<file path="src/rtl/long_bus_arbiter_if.sv">
// long_bus_arbiter_if: request/data inputs and grant/bus outputs of the shared-bus arbiter
interface long_bus_arbiter_if #(
   parameter int NREQ = 4,
   parameter int DW   = 8
);
   logic [NREQ-1:0]    Req;
   logic [NREQ*DW-1:0] WData;
   logic [NREQ-1:0]    Gnt;
   logic               BusEn;
   logic [DW-1:0]      BusData;
   logic [2:0]         Owner;
   logic               Timeout;
   modport master (output Req, WData, input Gnt, BusEn, BusData, Owner, Timeout);
   modport slave  (input Req, WData, output Gnt, BusEn, BusData, Owner, Timeout);
endinterface

</file>
<file path="src/rtl/long_bus_arbiter.sv">
// long_bus_arbiter: round-robin owner sequencer for a shared bus with zeroed turnaround gaps
module long_bus_arbiter #(
   parameter int NREQ     = 4,
   parameter int DW       = 8,
   parameter int TURN     = 1,
   parameter int MAX_HOLD = 16
) (
   input logic               Clock,
   input logic               nReset,
   long_bus_arbiter_if.slave bus
);
   typedef enum logic [1:0] {S_IDLE, S_GRANT, S_TURN} state_t;
   state_t            state_q;
   logic [NREQ-1:0]   gnt_q;
   logic [2:0]        owner_q, ptr_q, turn_q, sel_d, ptr_d;
   logic [7:0]        hold_q;
   logic              timeout_q, found_d, own_req;
   logic [2*NREQ-1:0] dbl_d;
   logic [DW-1:0]     data_d;
   assign dbl_d   = {bus.Req, bus.Req} >> ptr_q;
   assign own_req = |(bus.Req & gnt_q);
   assign ptr_d   = (owner_q == 3'(NREQ-1)) ? 3'd0 : owner_q + 3'd1;
   // first requester at or after the pointer, searching cyclically
   always_comb begin
      sel_d   = '0;
      found_d = 1'b0;
      for (int k = 0; k < NREQ; k++) begin
         if (!found_d && dbl_d[k]) begin
            found_d = 1'b1;
            sel_d   = 3'((4'(ptr_q) + 4'(k)) % 4'(NREQ));
         end
      end
   end
   // owner's slice onto the bus; all zeros whenever no grant is held
   always_comb begin
      data_d = '0;
      for (int i = 0; i < NREQ; i++)
         data_d |= gnt_q[i] ? bus.WData[i*DW +: DW] : '0;
   end
   // grant / hold / turnaround sequencing with registered outputs
   always_ff @(posedge Clock) begin
      if (!nReset) begin
         state_q   <= S_IDLE;
         gnt_q     <= '0;
         owner_q   <= '0;
         ptr_q     <= '0;
         hold_q    <= '0;
         turn_q    <= '0;
         timeout_q <= 1'b0;
      end else begin
         timeout_q <= 1'b0;
         case (state_q)
            S_IDLE:
               if (found_d) begin
                  gnt_q   <= {{(NREQ-1){1'b0}}, 1'b1} << sel_d;
                  owner_q <= sel_d;
                  hold_q  <= 8'd1;
                  state_q <= S_GRANT;
               end
            S_GRANT:
               if (!own_req || hold_q == 8'(MAX_HOLD)) begin
                  gnt_q     <= '0;
                  ptr_q     <= ptr_d;
                  turn_q    <= '0;
                  timeout_q <= own_req;
                  state_q   <= S_TURN;
               end else
                  hold_q <= hold_q + 8'd1;
            default:
               if (turn_q == 3'(TURN-1))
                  state_q <= S_IDLE;
               else
                  turn_q <= turn_q + 3'd1;
         endcase
      end
   end
   assign bus.Gnt     = gnt_q;
   assign bus.BusEn   = |gnt_q;
   assign bus.BusData = data_d;
   assign bus.Owner   = owner_q;
   assign bus.Timeout = timeout_q;
endmodule
</file>
<file path="src/flat_wrapper.sv">
// flat-port wrapper written by rule: the top's interface ports become plain ports
module long_bus_arbiter_flat 
#(
   parameter int NREQ     = 4,
   parameter int DW       = 8,
   parameter int TURN     = 1,
   parameter int MAX_HOLD = 16
)
  (Clock, nReset, bus_Req, bus_WData, bus_Gnt, bus_BusEn, bus_BusData, bus_Owner, bus_Timeout);
  long_bus_arbiter_if #(.NREQ(NREQ), .DW(DW)) bus_i ();
  input logic Clock;
  input logic nReset;
  input wire logic [$bits(bus_i.Req)-1:0] bus_Req;
  input wire logic [$bits(bus_i.WData)-1:0] bus_WData;
  output wire logic [$bits(bus_i.Gnt)-1:0] bus_Gnt;
  output wire logic [$bits(bus_i.BusEn)-1:0] bus_BusEn;
  output wire logic [$bits(bus_i.BusData)-1:0] bus_BusData;
  output wire logic [$bits(bus_i.Owner)-1:0] bus_Owner;
  output wire logic [$bits(bus_i.Timeout)-1:0] bus_Timeout;
  assign bus_i.Req = bus_Req;
  assign bus_i.WData = bus_WData;
  assign bus_Gnt = bus_i.Gnt;
  assign bus_BusEn = bus_i.BusEn;
  assign bus_BusData = bus_i.BusData;
  assign bus_Owner = bus_i.Owner;
  assign bus_Timeout = bus_i.Timeout;
  long_bus_arbiter #(.NREQ(NREQ), .DW(DW), .TURN(TURN), .MAX_HOLD(MAX_HOLD)) u_core (.Clock(Clock), .nReset(nReset), .bus(bus_i));
endmodule
</file>
<file path="config.mk">
export PLATFORM = sky130hd
export DESIGN_NAME = long_bus_arbiter_flat
export DESIGN_NICKNAME = d
export VERILOG_FILES = /design/src/rtl/long_bus_arbiter_if.sv /design/src/rtl/long_bus_arbiter.sv /design/src/flat_wrapper.sv
export SDC_FILE = /design/constraint.sdc
export NUM_CORES = 1
export LEC_CHECK = 0
export BUFFER_PORTS_ARGS = -buffer_cell sky130_fd_sc_hd__buf_2
export CAP_MARGIN = 20
export CORE_MARGIN = 1
export CORE_UTILIZATION = 30
export CTS_CLUSTER_DIAMETER = 30
export DETAILED_ROUTE_END_ITERATION = 8
export PLACE_DENSITY = 0.65
export SKIP_CTS_REPAIR_TIMING = 1
export SYNTH_ARGS = -nofsm -noshare
export SYNTH_HDL_FRONTEND = slang
export SYNTH_SLANG_ARGS = --single-unit
</file>
<file path="constraint.sdc">
create_clock -name Clock -period 3.7 [get_ports Clock]
set_input_delay 1.11 -clock Clock [delete_from_list [all_inputs] [get_ports Clock]]
set_output_delay 1.11 -clock Clock [all_outputs]
set_load 0.05 [all_outputs]
</file>
# Yosys cells after proc, flatten, opt, wreduce, memory -nomap -nowiden
# Index checks and enable logic that the tools add are counted.
# totals
ff_bits	24
latch_bits	0
ram_bits	0
rom_bits	0
in_bits	38
word_cells	74
memories	0
# classes
n_addsub	6
mul	0
div	0
n_lt_le_gt_ge	0
eq_ne	7
n_shift	2
mux	26
bitwise	5
reduce_logical	21
# ops
cell	n
2-to-1 mux 8 bit	6
OR 8 bit	3
2-to-1 mux 3 bit	6
case mux 8 bit (2 select lines)	1
AND reduction 3 bit	5
adder 8 x 1 -> 8 bit (second input constant)	1
== test 8 x 5 -> 1 bit (second input constant)	1
2-to-1 mux 2 bit	4
2-to-1 mux 4 bit	2
case mux 4 bit (2 select lines)	1
OR reduction 4 bit	2
>> shifter 8 x 3 -> 4 bit	1
adder 3 x 1 -> 3 bit (second input constant)	2
case mux 3 bit (2 select lines)	1
adder 2 bit (second input constant)	2
AND 4 bit	1
zero test 1 bit	4
2-to-1 mux 1 bit	4
inequality test 2 x 1 -> 1 bit (second input constant)	2
inequality test 2 bit (second input constant)	2
case mux 2 bit (2 select lines)	1
AND reduction 2 bit	2
<< shifter 1 x 3 -> 4 bit (first input constant)	1
== test 3 x 2 -> 1 bit (second input constant)	1
other kinds (9)	11

# Depth between registers and ports, before layout
# logic_depth
depth_word	14
ltp_mapped	7
depth_no_buf	6

# Least setup slack after synthesis
# Ideal clock, no wire load.
# synth_path
path_type	input to output
startpoint	input bus_WData[5]
endpoint	output bus_BusData[5]
arrival_time_ps	1578
required_time_ps	2590
slack_ps	1012
stages	2
cell_sequence	a22oi_1 -> nand2_1
# synth_between
elab_chain_cells	4
# synth_lines
element	line	source
start: declaration	flat_wrapper.sv:14	input wire logic [$bits(bus_i.WData)-1:0] bus_WData;
2-to-1 mux 8 bit	long_bus_arbiter.sv:38	data_d |= gnt_q[i] ? bus.WData[i*DW +: DW] : '0;
OR 8 bit (3 in series)	long_bus_arbiter.sv:38	
end: declaration	flat_wrapper.sv:17	output wire logic [$bits(bus_i.BusData)-1:0] bus_BusData;
# Every way passes these cells.

# Final worst setup path
# layout_path
startpoint	input bus_WData[19]
endpoint	output bus_BusData[3]
# layout_between
elab_chain_cells	3
# layout_lines
element	line
2-to-1 mux 8 bit	long_bus_arbiter.sv:38
OR 8 bit (2 in series)	long_bus_arbiter.sv:38
# Every way passes these cells.

==> flow_summary.toml <==
[worst_hold_path]
hold_path_class = "flop to flop"

[clock_network]
cts_max_level = 1
cts_buffers = 3
path_clk_slew_ns = 0.08
root_buffer = "clkbuf_8"
cts_max_path_buffers = 2
cts_tree = "built"
clk_latency_ns = 0.26
cts_sinks = 22

[power]
seq_power_share_pct = 40.0
swShare_pct = 39.2
powerDensity_mw_per_mm2 = 420
p_sw_w = 0.000270
p_int_w = 0.000418
static-leakage-power_nw = 0.722
share_comb_of_total_power_pct = 35.3
vdd_drop_max_v = 0.000168
clkPwrFrac_pct = 24.6

[critical_path]
slowest_stage = "buf_2"
critPathCaptureType = "primary output"
worst_path_largest_cell_delay_ns = 0.21
rrSetupSlack_ns = 1.82
path_common_cell = "buf_2"
arrival_ns = 1.67
cp-start-kind = "input pin"
crit_fanout = 1
required_ns = 2.59
crit_chain = "buf_2, a22oi_1, nand2_1, buf_2"
path_class = "input pin to primary output"

[place]
dp.cells = 257
dp_hpwl_mm = 2.39
gp_congestion = 0.748
port_buffers = 53
post-place-ws_ns = 0.922

[floorplan]
die_width_um = 67.5
ios = 55
initial_core_util_pct = 31.8
dieArea_mm2 = 0.00456
die_h_um = 67.5
core-area_mm2 = 0.00406
fp-row-count = 23

[sta]
fin_crit_sh_pct = 75.2
rsz0062_at_grt = "no"
min_period_ns = 2.78
slew_headroom_pct = 65.4
skew_ns = 0.00162
finalWorstSetupSlack_ns = 0.919
final_max_slew_viol_count = 0
worst_slew_pin_slew_ns = 0.514
fmax_mhz = 360
setup_violations = 0
finalHoldViolations = 0
tns_ns = 0

[finish]
drive_gt1_share_pct = 27.5
syn_to_final_growth_pct = 27.1
fillers = 414
final_cell_count_no_fill = 261
fin_util_pct = 40.4
n_antenna_cell = 0
nets = 255

[synth]
synth_ff_type = "dfxtp_1"
synth_top_area_share_pct = 34.2
synthArstFlopShare_pct = 0
ys_seq_elements = 22
synth-seq-area-share_pct = 34.2
syn_avg_cell_area_um2 = 7.96
synth-edff-count = 0
ys_types = 37
netlist_instances = 162
syn_area_mm2 = 0.00129
ys_warn_count = 0
synth_common_cells = "dfxtp_1 (22), nand2_1 (20), a22oi_1 (18)"
synth.largest_area_cell = "dfxtp_1"
synthTopCellsByArea = "dfxtp_1 (34%), a22oi_1 (10%), nand2_1 (5.8%), ha_1 (4.9%), nand3_1 (4.7%)"
syn_nets = 205
yosysMostFrequentCell = "dfxtp_1"

[global_route]
grt_pass1_wl_mm = 4.88
grt_usage_pct = 14.1
grt_max_degree = 17
grt_pass1_vias = 1104
antenna_found_initial = 0
overflow = 0

[detailed_routing]
drtIter0Drc = 66
drc = 0
antenna_left = 0
routed_wl_mm = 3.03
vias = 1358
vias_per_cell = 5.20
first_pass_iters = 4
wire_per_inst_um = 11.6

[status]
outcome = "complete, no violations"

[flow_run]
maxCapViolCount = 0
[cell usage in the layout (no fill, tap or decap), drive strengths merged, types with 2 or more instances in the layout]
master	Yosys	layout
o211ai	4	4
a21oi	9	9
a21o	2	2
ha	5	5
nor3	3	3
o21ai	9	9
mux2i	2	2
nand2b	2	2
o32ai	2	2
nand3	12	12
a22oi	18	18
a31oi	2	2
a32o	2	2
clkbuf	7	4
or3	4	4
nor2	4	4
o22ai	2	2
and2	2	2
inv	6	6
or4	5	5
nor2b	2	2
dfxtp	22	22
and3	3	3
o31ai	2	2
nand2	20	20
buf	1	53
[cell type report]
class                      instances  area [µm²]  share of cell area (%)
clock buffer                       4        55.1                    3.36
inverter                           7        26.3                    1.60
multi-input combinational        125         788                    48.1
sequential                        22         440                    26.9
tap                               50        62.6                    3.82
timing repair buffer              53         265                    16.2
[power groups by stage]
stage	clock network [W]	logic, W	registers [W]
after CTS	0.000176	0.000244	0.000276
after detailed placement	0	0.000244	0.000281
after global routing	0.000184	0.000265	0.000280
after global placement	0	0.000242	0.000282
final	0.000169	0.000243	0.000275
after floorplan	0	0.000166	0.000292
[per-stage QoR]
| step | hold slack (ns) | total power [W] | instance area [µm²] |
|---|---|---|---|
| 3_5_place_dp | 0.474 | 0.000525 | 1580 |
| 2_1_floorplan | 0.452 | 0.000458 | 1290 |
| 5_1_grt | 0.497 | 0.000728 | 1640 |
| 3_3_place_gp | 0.468 | 0.000524 | 1580 |
| 6_report | 0.485 | 0.000688 | 1640 |
| 4_1_cts | 0.486 | 0.000695 | 1640 |
[cell families after synthesis]
logic type               share of synthesized area [%]
AND/OR/NAND/NOR                                   23.6
AO/OA/AOI/OAI                                     30.2
flip-flops                                        34.2
buffers and inverters                             4.66
adder cells (fa/ha/maj)                           4.85
multiplexers                                      1.55
other                                            0.291
XOR/XNOR                                         0.680
[metal layers]
layer	global-route usage, %	routed length, µm	vias up
li1	-	-	713
met2	21.0	1460	26
met5	0	0	-
met4	4.79	0	0
met3	4.05	97	0
met1	19.0	1480	619
[critical path: cells and delay by family]
| kind | cells | cell delay (ns) |
|---|---|---|
| AOI/OAI and AO/OA | 1 | 0.19 |
| buffers and inverters | 2 | 0.31 |
| and+or+nand+nor | 1 | 0.07 |
[path summary, 6_finish.rpt]
| check | startpoint | end | cells after the start |
|---|---|---|---|
| worst min-delay path | u_core.bus.Owner[1] | u_core.bus.Owner[1] | 2 |
| worst max-delay path | bus_WData[19] | bus_BusData[3] | 4 |
| worst min register to register | u_core.bus.Owner[1] | u_core.bus.Owner[1] | 2 |
| worst max register to register | u_core.bus.Gnt[0] | u_core.hold_q[5] | 4 |
[sequential cells by signal (all words and copies together), names as in the netlist]
signal,flops
u_core.hold_q,8
u_core.bus.Gnt,4
u_core.turn_q,3
u_core.bus.Owner,2
u_core.ptr_q,2
u_core.state_q,2
u_core.bus.Timeout,1
Power figures use the tool's default switching activity.
